`src/rtl/vocab_pkg.sv`:
```
// Shared definitions for the vocabulary SRAM write/scan protocol.
// Latency: none (types and constants only).
// Backpressure: not applicable.
package vocab_pkg;

    // Writer FSM states
    typedef enum logic [1:0] {
        S_IDLE  = 2'd0,
        S_WRITE = 2'd1,
        S_TERM  = 2'd2,
        S_CLEAR = 2'd3
    } writer_state_t;

    // Word separator in the packed vocabulary; the matcher uses the same value
    localparam int NULL_CHAR = 0;

endpackage

```
`src/rtl/vocab_len.sv`:
```
// Counts leading non-null characters of a word, starting from char 0.
// Latency: combinational.
// Backpressure: none; pure function of the input word.
module vocab_len
    import vocab_pkg::*;
#(
    parameter int WORD_LENGTH = 3,
    parameter int DATA_WIDTH  = 8,
    parameter int LEN_W       = $clog2(WORD_LENGTH + 1)
) (
    input  logic [WORD_LENGTH*DATA_WIDTH-1:0] word,
    output logic [LEN_W-1:0]                  len
);

    // Scan from char 0 and stop counting at the first null; later chars are ignored
    always_comb begin
        logic stop;
        len  = '0;
        stop = 1'b0;
        for (int i = 0; i < WORD_LENGTH; i++) begin
            if (!stop) begin
                if (word[i*DATA_WIDTH +: DATA_WIDTH] != DATA_WIDTH'(NULL_CHAR)) begin
                    len = LEN_W'(i + 1);
                end else begin
                    stop = 1'b1;
                end
            end
        end
    end

endmodule

```
`src/rtl/vocab_writer.sv`:
```
// Writes null-terminated words into the vocab SRAM from address 0 upward; also zero-fills on clear.
// Latency: accept edge E, chars at E+1..E+len, terminator at E+len+1, done the cycle after.
// Backpressure: word_ready only in IDLE and not full; words that do not fit are dropped (sticky overflow).
module vocab_writer
    import vocab_pkg::*;
#(
    parameter int ADDR_WIDTH  = 4,
    parameter int WORD_LENGTH = 3,
    parameter int DATA_WIDTH  = 8
) (
    input  logic                              blocker_clk,
    input  logic                              rst_n,
    input  logic                              word_valid,
    input  logic [WORD_LENGTH*DATA_WIDTH-1:0] word,
    output logic                              word_ready,
    input  logic                              clear,
    output logic                              sram_cs,
    output logic                              sram_we,
    output logic [ADDR_WIDTH-1:0]             sram_addr,
    output logic [DATA_WIDTH-1:0]             sram_din,
    output logic [ADDR_WIDTH:0]               wr_count,
    output logic                              full,
    output logic                              overflow,
    output logic                              done
);

    localparam int LEN_W = $clog2(WORD_LENGTH + 1);
    localparam logic [ADDR_WIDTH:0] DEPTH = {1'b1, {ADDR_WIDTH{1'b0}}};

    writer_state_t                     state_q, state_d;
    logic [ADDR_WIDTH:0]               wr_count_q;
    logic                              overflow_q;
    logic                              done_q;
    logic [WORD_LENGTH*DATA_WIDTH-1:0] word_q;
    logic [LEN_W-1:0]                  len_q;
    logic [LEN_W-1:0]                  idx_q;
    logic [ADDR_WIDTH-1:0]             clr_addr_q;

    logic [LEN_W-1:0]                  len_in;
    logic [ADDR_WIDTH:0]               space;
    logic                              fits;
    logic                              offer;
    logic [DATA_WIDTH-1:0]             cur_char;

    vocab_len #(
        .WORD_LENGTH (WORD_LENGTH),
        .DATA_WIDTH  (DATA_WIDTH),
        .LEN_W       (LEN_W)
    ) u_len (
        .word (word),
        .len  (len_in)
    );

    // Free space and fit check: a word needs len chars plus its terminator
    assign space = DEPTH - wr_count_q;
    assign full  = space < (ADDR_WIDTH+1)'(2);
    assign fits  = (32'(len_in) + 32'd1) <= 32'(space);
    // A word is taken off the producer this edge (clear wins over a word)
    assign offer = (state_q == S_IDLE) && !clear && word_valid && !full;

    assign wr_count = wr_count_q;
    assign overflow = overflow_q;
    assign done     = done_q;

    // Select the character currently being written
    always_comb begin
        cur_char = '0;
        for (int i = 0; i < WORD_LENGTH; i++) begin
            if (idx_q == LEN_W'(i)) begin
                cur_char = word_q[i*DATA_WIDTH +: DATA_WIDTH];
            end
        end
    end

    // State register
    always_ff @(posedge blocker_clk or negedge rst_n) begin
        if (!rst_n) begin
            state_q <= S_IDLE;
        end else begin
            state_q <= state_d;
        end
    end

    // Next-state and Moore SRAM/handshake outputs
    always_comb begin
        state_d    = state_q;
        word_ready = 1'b0;
        sram_cs    = 1'b0;
        sram_we    = 1'b0;
        sram_addr  = '0;
        sram_din   = '0;
        case (state_q)
            S_IDLE: begin
                word_ready = !full;
                if (clear) begin
                    state_d = S_CLEAR;
                end else if (offer && (len_in != '0) && fits) begin
                    state_d = S_WRITE;
                end
            end
            S_WRITE: begin
                sram_cs   = 1'b1;
                sram_we   = 1'b1;
                sram_addr = wr_count_q[ADDR_WIDTH-1:0];
                sram_din  = cur_char;
                if ((idx_q + LEN_W'(1)) == len_q) begin
                    state_d = S_TERM;
                end
            end
            S_TERM: begin
                sram_cs   = 1'b1;
                sram_we   = 1'b1;
                sram_addr = wr_count_q[ADDR_WIDTH-1:0];
                sram_din  = DATA_WIDTH'(NULL_CHAR);
                state_d   = S_IDLE;
            end
            S_CLEAR: begin
                sram_cs   = 1'b1;
                sram_we   = 1'b1;
                sram_addr = clr_addr_q;
                sram_din  = DATA_WIDTH'(NULL_CHAR);
                if (clr_addr_q == '1) begin
                    state_d = S_IDLE;
                end
            end
            default: state_d = S_IDLE;
        endcase
    end

    // Datapath: word latch, write pointer, clear pointer, overflow and done
    always_ff @(posedge blocker_clk or negedge rst_n) begin
        if (!rst_n) begin
            wr_count_q <= '0;
            overflow_q <= 1'b0;
            done_q     <= 1'b0;
            word_q     <= '0;
            len_q      <= '0;
            idx_q      <= '0;
            clr_addr_q <= '0;
        end else begin
            done_q <= (state_q == S_TERM);
            case (state_q)
                S_IDLE: begin
                    if (offer && (len_in != '0)) begin
                        if (fits) begin
                            word_q <= word;
                            len_q  <= len_in;
                            idx_q  <= '0;
                        end else begin
                            overflow_q <= 1'b1;
                        end
                    end
                end
                S_WRITE: begin
                    wr_count_q <= wr_count_q + (ADDR_WIDTH+1)'(1);
                    idx_q      <= idx_q + LEN_W'(1);
                end
                S_TERM: begin
                    wr_count_q <= wr_count_q + (ADDR_WIDTH+1)'(1);
                end
                S_CLEAR: begin
                    clr_addr_q <= clr_addr_q + ADDR_WIDTH'(1);
                    if (clr_addr_q == '1) begin
                        wr_count_q <= '0;
                        overflow_q <= 1'b0;
                    end
                end
                default: ;
            endcase
        end
    end

endmodule

```
`config.mk`:
```
export PLATFORM = sky130hd
export DESIGN_NAME = vocab_writer
export DESIGN_NICKNAME = d
export VERILOG_FILES = /design/src/rtl/vocab_pkg.sv /design/src/rtl/vocab_len.sv /design/src/rtl/vocab_writer.sv
export SDC_FILE = /design/constraint.sdc
export NUM_CORES = 1
export LEC_CHECK = 0
export BUFFER_PORTS_ARGS = -buffer_cell sky130_fd_sc_hd__clkbuf_2
export CORE_ASPECT_RATIO = 0.6
export CORE_MARGIN = 5
export CORE_UTILIZATION = 59
export CTS_CLUSTER_DIAMETER = 150
export CTS_CLUSTER_SIZE = 16
export DETAILED_ROUTE_END_ITERATION = 10
export PLACE_DENSITY = 0.89
export SLEW_MARGIN = 40
export SYNTH_ARGS = -nofsm -noshare
export SYNTH_HDL_FRONTEND = slang
export SYNTH_SLANG_ARGS = --single-unit
```
`constraint.sdc`:
```
create_clock -name blocker_clk -period 6.04 [get_ports blocker_clk]
set_input_delay 0.302 -clock blocker_clk [delete_from_list [all_inputs] [get_ports blocker_clk]]
set_output_delay 0.302 -clock blocker_clk [all_outputs]
set_load 0.01 [all_outputs]
```
Word-level counts from Yosys, hierarchy flattened
Index checks and enable logic that the tools add are counted.
{"block": "word_totals", "register_bits": 41, "inputBits": 28, "out_inout_bits": 23}
{"block": "classes", "n_addsub": 5, "n_lt_le_gt_ge": 2, "eq_ne": 13, "mux": 29, "reduce_logical": 23}
{"operator": "2-to-1 mux 8 bit", "count": 4}
{"operator": "nonzero test 8 bit", "count": 3}
{"operator": "2-to-1 mux 2 bit", "count": 10}
{"operator": "case mux 5 bit (2 select lines)", "count": 1}
{"operator": "2-to-1 mux 1 bit", "count": 9}
{"operator": "AND reduction 3 bit", "count": 3}
{"operator": "!= test 2 bit, second input constant", "count": 4}
{"operator": "case mux 2 bit (4 select lines)", "count": 1}
{"operator": "case mux 4 bit (2 select lines)", "count": 1}
{"operator": "nonzero test 2 bit", "count": 4}
{"operator": "== test 2 bit, second input constant", "count": 3}
{"operator": "adder 5 x 1 -> 5 bit, second input constant", "count": 1}
{"operator": "<= comparator 3 x 5 -> 1 bit", "count": 1}
{"operator": "logical AND 1 bit", "count": 5}
{"operator": "< comparator 5 x 2 -> 1 bit, second input constant", "count": 1}
{"operator": "2-to-1 mux 5 bit", "count": 1}
{"operator": "subtractor 5 bit, first input constant", "count": 1}
{"operator": "adder 4 x 1 -> 4 bit, second input constant", "count": 1}
{"operator": "== test 2 x 1 -> 1 bit, second input constant", "count": 2}
{"operator": "== test 4 bit, second input constant", "count": 1}
{"operator": "zero test 2 bit", "count": 2}
{"operator": "case mux 2 bit (2 select lines)", "count": 1}
{"operator": "AND reduction 4 bit", "count": 1}
{"operator": "adder 2 x 1 -> 3 bit, second input constant", "count": 1}
{"operator": "9 further kinds", "count": 10}

Logic depth before layout (Yosys ltp)
Gate-level depths: netlist of run 1.
{"block": "depth", "ltp_word": 12, "mapped_depth": 13, "mapped_depth_nobuf": 11}

Modules after synthesis
A second synthesis of run 1 with hierarchy kept.
{"block": "unflattened", "cells_unflattened": 223, "area_unflattened_um2": 2407.3}
{"mod": "vocab_writer", "instances": 1, "cells_per_inst": 213, "area_per_inst_um2": 2348.5}
{"mod": "vocab_len", "instances": 1, "cells_per_inst": 10, "area_per_inst_um2": 58.8}

Least setup slack after synthesis of run 1
No wires, ideal clock.
{"block": "synth_path", "path_type": "input -> register", "start": "input port word[5]", "end": "register word_q[16]", "setup_ns": 0.125, "arrival_time_ns": 2.885, "required_time_ns": 5.915, "slack_ns": 3.030, "path_stages": 12, "path_buffers": 2, "path_cell_list": "or4_1 > nor2_1 > a31oi_1 > inv_1 > ha_1 > ha_1 > a211oi_1 > o21bai_4 > and2_4 > buf_6 > buf_8 > mux2_4"}
{"block": "synth_between", "elab_chain_len": 9, "word_cells_on_any_way": 14, "classes_between": "1 x add/sub; 1 x order compare; 8 x mux; 4 x reduce/logical"}
{"element": "start: declaration", "line": "vocab_writer.sv:14", "rtl": "input logic [WORD_LENGTH*DATA_WIDTH-1:0] word,"}
{"element": "nonzero test 8 bit *", "line": "vocab_len.sv:22", "rtl": "if (word[i*DATA_WIDTH +: DATA_WIDTH] != DATA_WIDTH'(NULL_CHAR)) begin"}
{"element": "2-to-1 mux 1 bit", "line": "vocab_len.sv:22"}
{"element": "2-to-1 mux 2 bit", "line": "vocab_len.sv:22"}
{"element": "2-to-1 mux 2 bit", "line": "vocab_len.sv:21", "rtl": "if (!stop) begin"}
{"element": "2-to-1 mux 2 bit", "line": "vocab_len.sv:22"}
{"element": "2-to-1 mux 2 bit *", "line": "vocab_len.sv:21"}
{"element": "named net len_in[0]", "line": "vocab_writer.sv:39", "rtl": "logic [LEN_W-1:0] len_in;"}
{"element": "adder 2 x 1 -> 3 bit or nonzero test 2 bit (tied branches)", "line": "vocab_writer.sv:57, vocab_writer.sv:144"}
{"element": "<= comparator 3 x 5 -> 1 bit or logical AND 1 bit (tied branches)", "line": "vocab_writer.sv:57, vocab_writer.sv:144"}
{"element": "AND reduction 3 bit (no line) *"}
{"element": "end signal: assignment", "line": "vocab_writer.sv:146", "rtl": "word_q <= word;"}
{"element": "end: declaration", "line": "vocab_writer.sv:34", "rtl": "logic [WORD_LENGTH*DATA_WIDTH-1:0] word_q;"}
The timed path passes the listed nets; every way through them passes the cells marked *.
A chain may end at the register's enable or synchronous reset.

Final worst setup path of run 1
{"block": "layout_path", "start": "input port word[13]", "end": "register word_q[14]"}
{"block": "layout_between", "elab_chain_len": 8, "word_cells_on_any_way": 12, "classes_between": "1 x add/sub; 1 x order compare; 6 x mux; 4 x reduce/logical"}
{"element": "nonzero test 8 bit *", "line": "vocab_len.sv:22"}
{"element": "2-to-1 mux 2 bit", "line": "vocab_len.sv:22"}
{"element": "2-to-1 mux 2 bit", "line": "vocab_len.sv:21"}
{"element": "2-to-1 mux 2 bit", "line": "vocab_len.sv:22"}
{"element": "2-to-1 mux 2 bit *", "line": "vocab_len.sv:21"}
{"element": "named net len_in[0]", "line": "vocab_writer.sv:39"}
{"element": "adder 2 x 1 -> 3 bit or nonzero test 2 bit (tied branches)", "line": "vocab_writer.sv:57, vocab_writer.sv:144"}
{"element": "<= comparator 3 x 5 -> 1 bit or logical AND 1 bit (tied branches)", "line": "vocab_writer.sv:57, vocab_writer.sv:144"}
{"element": "AND reduction 3 bit (no line) *"}
Marked as above.

==> impl_results.md, run 1 <==
- Die Footprint: 5500 um^2
- Share of post-route cells with drive strength above 1: between 30% and 40%
- Element type at the critical path end: register
- Switching share of power: 40.5%
- Drc violations: 0
- Dominant combinational cell family by area after synthesis: multiplexers
- Setup repair after global routing missed its margin: no
- Crit path arrival time: between 3 and 4 ns
- Highest attainable clock frequency: 0.331 GHz
- Slew HR: around 60%
- TritonCTS Buffers: 5
- Height of the die: between 50 and 60 um
- Number of antenna repair diodes: 0
- Max capacitance violation total: 0
- Share of power burned in the clock network: roughly 16%
- Placeable core region: 4030 um^2
- Worst Path Class, Setup: input pin to register
- Area overhead of the layout relative to synthesis: 15.9%
- WL per Instance: about 16 um
- Post-cts gate resize count: 0
- Ys Warns: 0
- Net total in the final layout: between 300 and 400
- Clock sink count: a little over 40
- Count of input and output buffers: 50
- Compound-cell area share of the yosys netlist: 12.5%
- Clock-pin transition on the worst setup and hold timing paths: 0.09 ns
- Worst path slowest cell: sky130_fd_sc_hd__nor4_1
- Top Ports: a little over 50
- Number of buffers and inverters on the critical path: 2
- Count of cell types in the netlist: 38
- Worst-margin pin slew: roughly 0.6 ns
- Top cells by area in the synthesized netlist: sky130_fd_sc_hd__dfrtp_1, sky130_fd_sc_hd__mux2_2, sky130_fd_sc_hd__ha_1, sky130_fd_sc_hd__mux2_4, sky130_fd_sc_hd__a22oi_1
- Drt via density: 5.68
- Number of endpoints with negative hold slack in the final report: 0
- Detail Route Antenna Nets: 0
- Final wirelength: 5340 um
- Number of global-route vias before repair: approximately 1700
- Final min period: around 3 ns
- Die span in x: approximately 92 um
- Setup total negative slack: 0 ns
- Fin area: 2790 um^2
- Critical-path maximum fanout: 8
- Result of the run: complete, no violations
- Cell area after synthesis: between 2000 and 2500 um^2
- Initial Util: between 50% and 60%
- Tcrit/Tclk final: about half
- CTS Hold Buffers Added: 0
- Final-layout worst hold slack: approximately 0.008 ns
- Maximum number of pins on one net before global-route repair: 42
- Clk_lat worst skew: about 0.3 ns
- Clock root buffer: sky130_fd_sc_hd__clkbuf_8
- Sequential cell area fraction in the yosys report: between 40% and 50%
- Number of vias in the routed layout: approximately 1800
- Largest stage delay on the critical path: 0.48 ns
- Number of DRC violations after detailed-routing iteration 0: 74
- First-pass GRT wire length: 8800 um
- Area fraction in and, or, nand and nor cells after synthesis: about 14%
- VDD IR-drop max: 0.000256 V
- Count of buffers added by post-CTS timing repair for setup: 0
- Leakage dissipation: ~1.4 nW
- Final-report max-slew violation count: 0
- Worst setup margin: 3.02 ns
- Sequential power share: between 30% and 40%
- Syn Nets: between 200 and 300
- Critical path required time: between 6 and 7 ns
- Mean instance size in the synthesized netlist: roughly 11 um^2
- Worst path top cell family by delay: compound AO/OA/AOI/OAI gates
- Area post-placement: between 2000 and 3000 um^2
- Post-synthesis xor/xnor area fraction: around 2.9%
- Top cell type's share of synthesized area: between 40% and 50%
- First drt pass iteration count: 4
- Dpl ws: between 2 and 3 ns
- Worst path cell trace: clkbuf_2, nor4_1, nand2_1, a31oi_1, inv_1, ha_1, ha_1, a211oi_1, o21bai_4, nand2_1, mux2_2
- Number of setup violations in the final report: 0
- Synthesized-area fraction occupied by adder cells: about 8.3%
- Total GRT Usage: a little over a fifth
- Internal Dissipation: ~0.98 mW
- Cell row count: 18
- Initial antenna violation count: 0
- Worst Clk Skew: slightly above 0.01 ns
- Mux share of post-synthesis cell area: about 15%
- Startpoint type of the worst setup path: input pin
- TritonCTS clock tree: built
- End-of-flow core utilization: between 60% and 70%
- Power Density: around 590 nW/um^2
- Final GP Congestion: 0.825
- Total number of H-tree levels: 2
- Sum of net half-perimeters after detailed placement: roughly 4000 um
- Leading area contributor after synthesis: sky130_fd_sc_hd__dfrtp_1
- Power share of the combinational group: about 50%
- Hold Crit Class: input pin to async pin
- Power dissipated by switching net loads: ~0.67 mW
- Cells after synthesis: around 230
- #FFs+latches synth: slightly above 40
- Total gr overflow: 0
- Deepest clock path buffer count: 2
==> worst reg2reg max path: stages, from the launching register on <==
cell                       delay (ns)
sky130_fd_sc_hd__dfrtp_1         0.52
sky130_fd_sc_hd__inv_1           0.12
sky130_fd_sc_hd__ha_1            0.27
sky130_fd_sc_hd__xor2_2          0.18
sky130_fd_sc_hd__ha_1            0.32
sky130_fd_sc_hd__nand3_1         0.08
sky130_fd_sc_hd__o21ai_0         0.18
sky130_fd_sc_hd__o21bai_4        0.23
sky130_fd_sc_hd__and2_4          0.37
sky130_fd_sc_hd__mux2_2          0.39
==> synth_stat cells (all sizes together) <==
master and instances:
a21oi 6, a22o 2, clkbuf 7, a32o 1
inv 14, o311ai 1, a22oi 11, and2 9
nand2 19, nor3 4, mux2 26, or4 2
a2bb2oi 1, nor4 6, a31oi 2, a21bo 1
nor2b 2, o21ai 16, o21bai 1, buf 4
nor2 10, xor2 3, xnor2 4, dfrtp 41
and4bb 1, ha 16, a211oi 1, a21o 1
nand3 7, mux2i 4, nand4 1, nand2b 2
and3 1
==> power groups by stage <==
stage / clock network [mW] / registers, mW / logic, mW
2_1_floorplan: 0 / 0.510 / 0.653
3_3_place_gp: 0 / 0.539 / 0.794
3_5_place_dp: 0 / 0.546 / 0.836
4_1_cts: 0.273 / 0.544 / 0.838
5_1_grt: 0.287 / 0.566 / 0.928
6_report: 0.271 / 0.546 / 0.831
==> cell usage in the layout, fill, tap and decap left out, drive strengths merged, types with 7 or more instances in the layout <==
master,synthesis,routed
nor2,10,10
nand3,7,7
nand2,19,19
dfrtp,41,41
clkbuf,7,55
mux2,26,26
a22oi,11,11
ha,16,16
o21ai,16,16
and2,9,9
inv,14,15
==> sequential cells by signal, summed over array words and instances, names as in the netlist <==
register / cells
clr_addr_q: 4
done: 1
idx_q: 2
len_q: 2
overflow: 1
state_q: 2
word_q: 24
wr_count: 5
==> final timing paths <==
kind	from	endpoint	slack, ns	cells after the start
worst max-delay path	word[13]	word_q[14]	3.02	11
worst min-delay path	rst_n	word_q[4]	0.008	1
worst max register to register	wr_count[0]	word_q[0]	3.29	9
worst min register to register	word_q[17]	word_q[17]	0.52	1
max in group asynchronous	rst_n	word_q[17]	5.64	1
min in group blocker_clk	word[7]	word_q[7]	0.25	2
==> per-stage QoR <==
step | power [mW] | instances
finish | 1.65 | 324
CTS | 1.66 | 324
floorplan | 1.16 | 227
detailed placement | 1.38 | 316
global route | 1.78 | 324
global placement | 1.33 | 316
==> layer usage <==
layer	vias to the layer above	share of wire, %	GRT usage, %
met2	43	44	30.8
met5	-	0	0
met4	0	1.0	6.13
met3	6	7.0	8.12
li1	892	-	-
met1	900	48	29.7
==> cell type report <==
type                    count  area (um^2)
multi-input cells         161         1260
flip-flops and latches     41         1030
clock inverters             3         68.8
well taps                  50         62.6
inverters                  14         52.6
fillers                   320         1240
clock buffers               5         68.8
repair buffers             50          253
==> logic make-up (layout without fill, tap and decap cells) <==
logic type / after synthesis / after routing
AOI/OAI and AO/OA: 44 / 44
DFF: 41 / 41
and+or+nand+nor: 64 / 64
buffers and inverters: 25 / 72
muxes: 30 / 30
xor gates and xnor gates: 7 / 7
adders and majority gates: 16 / 16
Power figures use the tool's default switching activity.
==> run 2, diff against run 1 <==
- ABC_AREA: unset -> 1
- CORE_UTILIZATION: 59 -> 55
- PLACE_DENSITY: 0.89 -> 0.84
- clock period: 6.04 -> 2.95 ns (I/O delays scaled with it)
==> run 2 against run 1 <==
Utilization decreased by 2.5 points. Cell area grew 0.18%. Largest power group unchanged. Hold slack improved by 0.055 ns. Synthesized area increased by 1.6%. Non-clock buffer count is 2 higher. Routed wire length increased by 7.4%. Critical endpoint is now idx_q[0]. Clock power up 36%. Cell count rose by 29%. Register-to-register slack worse by 2.9 ns. Die area rose by 7.7%.
==> impl_results.md, run 2 <==
- Result of the run: complete, no violations
- Drt via density: 5.21 (-8.3%)
- Top cells by count, synth: sky130_fd_sc_hd__nand2_1, sky130_fd_sc_hd__dfrtp_1, sky130_fd_sc_hd__inv_1, sky130_fd_sc_hd__nor2_1, sky130_fd_sc_hd__a21oi_1
- Maximum number of pins on one net before global-route repair: 42 (unchanged)
- Top library cells by usage in the layout, fill and taps aside: sky130_fd_sc_hd__nand2_1, sky130_fd_sc_hd__clkbuf_2, sky130_fd_sc_hd__dfrtp_1
- Clock sink count: 41 (unchanged)
- Final Power: 2.92 mW (+77%)
- Top cells by area in the synthesized netlist: sky130_fd_sc_hd__dfrtp_1, sky130_fd_sc_hd__nand2_1, sky130_fd_sc_hd__ha_1, sky130_fd_sc_hd__inv_1, sky130_fd_sc_hd__nor2_1
- Power Density: 1040 nW/um^2 (+77%)
- Height of the die: 61.6 um (+3.6%)
- Final-layout worst hold slack: 0.0632 ns (+0.0552 ns)
- Worst-margin pin slew: 0.561 ns (-0.0312 ns)
- Post-layout instance count excluding filler cells: 417 (+29%)
- Count of buffers added by post-CTS timing repair for setup: 0 (unchanged)
- Cell area after synthesis: 2440 um^2 (+1.6%)
- Critical path required time: 3.13 ns (-3.09 ns)
- Total gr overflow: 0 (unchanged)
- Area overhead of the layout relative to synthesis: 14.3%
- Tcrit/Tclk final: 87.7%
- Worst Path Class, Setup: register to register
- Element type at the critical path end: register
- Max capacitance violation total: 0 (unchanged)
- Number of DRC violations after detailed-routing iteration 0: 223 (+200%)
- Critical-path maximum fanout: 14 (+6)
- Path depth of the worst reg2reg path: 13 (+4)
- Initial antenna violation count: 0 (unchanged)
- Share of post-route cells with drive strength above 1: 21.6% (-11 points)
- Clk_lat worst skew: 0.29 ns (about the same)
- Share of synthesized registers carrying an async set or reset: 100% (unchanged)
- Number of global-route vias before repair: 1957 (+12%)
- Top Ports: 51 (unchanged)
- Count of cell types in the netlist: 30 (-21%)
- Die Footprint: 5920 um^2 (+7.7%)
- Leakage dissipation: 1.51 nW (+10%)
- Detail Route Antenna Nets: 0 (unchanged)
- Net total in the final layout: 401 (+26%)
- Final wirelength: 5740 um (+7.4%)
- End-of-flow core utilization: 66.7% (-2.5 points)
- Number of flip-flops under the largest register name: 24 (unchanged)
- Cells after synthesis: 309 (+36%)
- Primary FF master, synth: sky130_fd_sc_hd__dfrtp_1
- Capturing instance or port of the critical path: idx_q[0]
- First drt pass iteration count: 5 (+1)
- TritonCTS Buffers: 5 (unchanged)
- Drc violations: 0 (unchanged)
- Setup repair after global routing missed its margin: no
- Ys Warns: 0 (unchanged)
- Mean instance size in the synthesized netlist: 7.91 um^2 (-25%)
- Initial Util: 58.4% (-1.4 points)
- Total number of H-tree levels: 2 (unchanged)
- Most frequent cell after synthesis: sky130_fd_sc_hd__nand2_1
- Capture instance of the worst register-to-register path: idx_q[0]
- Number of vias in the routed layout: 2172 (+18%)
- Fill cell total of the finished layout: 374 (+17%)
- Sequential cell area fraction in the yosys report: 42.0% (-0.65 points)
- Hold Crit Class: input pin to register
- Number of setup violations in the final report: 0 (unchanged)
- Die span in x: 96.1 um (+3.9%)
- Highest attainable clock frequency: 0.387 GHz
- Cell count after placement: 409 (+29%)
- Setup slack, reg-to-reg: 0.36 ns (-2.93 ns)
- Critical path launch point: wr_count[0]
- Deepest clock path buffer count: 2 (unchanged)
- Clock root buffer: sky130_fd_sc_hd__clkbuf_8
- TritonCTS clock tree: built
- VDD IR-drop max: 0.000519 V (+100%)
- Sum of net half-perimeters after detailed placement: 4440 um (+8.2%)
- Worst Clk Skew: 0.00512 ns (-0.00509 ns)
- First-pass GRT wire length: 9290 um (+5.6%)
- Final-report max-slew violation count: 0 (unchanged)
- Final min period: around 2.6 ns
- Slew HR: 62.6% (+2.2 points)
- Crit path arrival time: 2.77 ns (-0.44 ns)
- Startpoint type of the worst setup path: register
- Number of endpoints with negative hold slack in the final report: 0 (unchanged)
- Biggest register: word_q
- Total GRT Usage: 20.9% (-0.29 points)
- WL per Instance: 13.8 um (-17%)
- Leading area contributor after synthesis: sky130_fd_sc_hd__dfrtp_1
- Top cell type's share of synthesized area: 42.0% (-0.65 points)
- Count of input and output buffers: 50 (unchanged)
- Clock-pin transition on the worst setup and hold timing paths: 0.08 ns (about the same)
- Most common cell after layout, fill and taps aside: sky130_fd_sc_hd__nand2_1
- Cell row count: 18 (unchanged)
- Critical register-to-register path startpoint: wr_count[0]
- Number of antenna repair diodes: 0 (unchanged)
- Syn Nets: 353 (+30%)
- #FFs+latches synth: 41 (unchanged)
- Final GP Congestion: 0.833 (+0.96%)
- Placeable core region: 4190 um^2 (+3.9%)
- Setup total negative slack: 0 ns (unchanged)
- Number of enable flip-flop cells after synthesis: 0 (unchanged)
==> run 2: changes by cell type after synthesis, moves of 10 or more <==
cell	change
sky130_fd_sc_hd__a22oi_1	-11
sky130_fd_sc_hd__inv_1	+17
sky130_fd_sc_hd__a21oi_1	+11
sky130_fd_sc_hd__nand2_1	+86
sky130_fd_sc_hd__mux2_2	-18
sky130_fd_sc_hd__nor2_1	+13
sky130_fd_sc_hd__o21ai_0	-10
==> run 2: stage by stage <==
| step | instance area (um^2) | setup WS, ns |
|---|---|---|
| after floorplan | 2440 | 0.701 |
| after global placement | 2700 | 0.320 |
| after detailed placement | 2700 | 0.203 |
| after CTS | 2790 | 0.380 |
| after global routing | 2790 | 0.196 |
| final | 2790 | 0.363 |
==> run 2: how the worst min path moves through the flow <==
stage	from	to	slack, ns	depth (start not counted)
floorplan	rst_n	clr_addr_q[0]	-0.15	0
global placement	word[15]	word_q[15]	0.36	3
detailed placement	rst_n	clr_addr_q[0]	0.20	1
CTS	word[5]	word_q[5]	0.06	3
global route	word[17]	word_q[17]	0.08	3
finish	word[5]	word_q[5]	0.06	3
==> run 2: final cells by class <==
| class | count | area, um^2 | share of cell area [%] |
|---|---|---|---|
| sequential | 41 | 1030 | 36.7 |
| inverter | 34 | 130 | 4.66 |
| tap | 60 | 75.1 | 2.69 |
| clock buffer | 7 | 86.3 | 3.09 |
| multi-input combinational | 223 | 1210 | 43.2 |
| timing repair buffer | 52 | 270 | 9.67 |
==> run 2: repair_timing <==
item,4_1_cts,5_1_grt
setup endpoints to repair,0,0
gates resized for setup,0,0
hold buffers,1,0
endpoints found under the hold margin,41,0
==> run 2: logic make-up (layout without fill, tap and decap cells) <==
kind of cell,Yosys count,count (layout),share of synthesized area [%]
adder cells (fa/ha/maj),16,16,8.19
AND/OR/NAND/NOR,161,161,28.0
XOR/XNOR,4,4,1.43
buffers and inverters,45,93,8.70
AO/OA/AOI/OAI,42,42,11.7
flip-flops,41,41,42.0
==> run 2: critical path, cell delays in order (launching register included) <==
cell and delay, ns:
sky130_fd_sc_hd__dfrtp_1 0.47, sky130_fd_sc_hd__inv_1 0.14, sky130_fd_sc_hd__ha_1 0.27, sky130_fd_sc_hd__or2_4 0.28, sky130_fd_sc_hd__nand2_1 0.06, sky130_fd_sc_hd__ha_1 0.24
sky130_fd_sc_hd__and3_1 0.18, sky130_fd_sc_hd__a21oi_1 0.12, sky130_fd_sc_hd__nand2_1 0.12, sky130_fd_sc_hd__nand3_4 0.18, sky130_fd_sc_hd__buf_4 0.21, sky130_fd_sc_hd__nand2_1 0.08
sky130_fd_sc_hd__nand3_1 0.08, sky130_fd_sc_hd__nand2_1 0.05
==> run 2: power breakdown <==
| group | switching [mW] | internal, mW | leakage, nW | total, mW |
|---|---|---|---|---|
| Clock | 0.182 | 0.186 | 0.0443 | 0.368 |
| Combinational | 0.954 | 0.563 | 0.958 | 1.52 |
| Sequential | 0.207 | 0.824 | 0.510 | 1.03 |
| Total | 1.34 | 1.57 | 1.51 | 2.92 |
==> run 2: layer usage <==
metal  GRT usage, %  vias up  wire, um
met5              0        -         0
met4           4.86        0        48
met3           4.40        8       380
met2           30.2       70      2480
met1           32.1     1006      2830
li1               -     1088         -
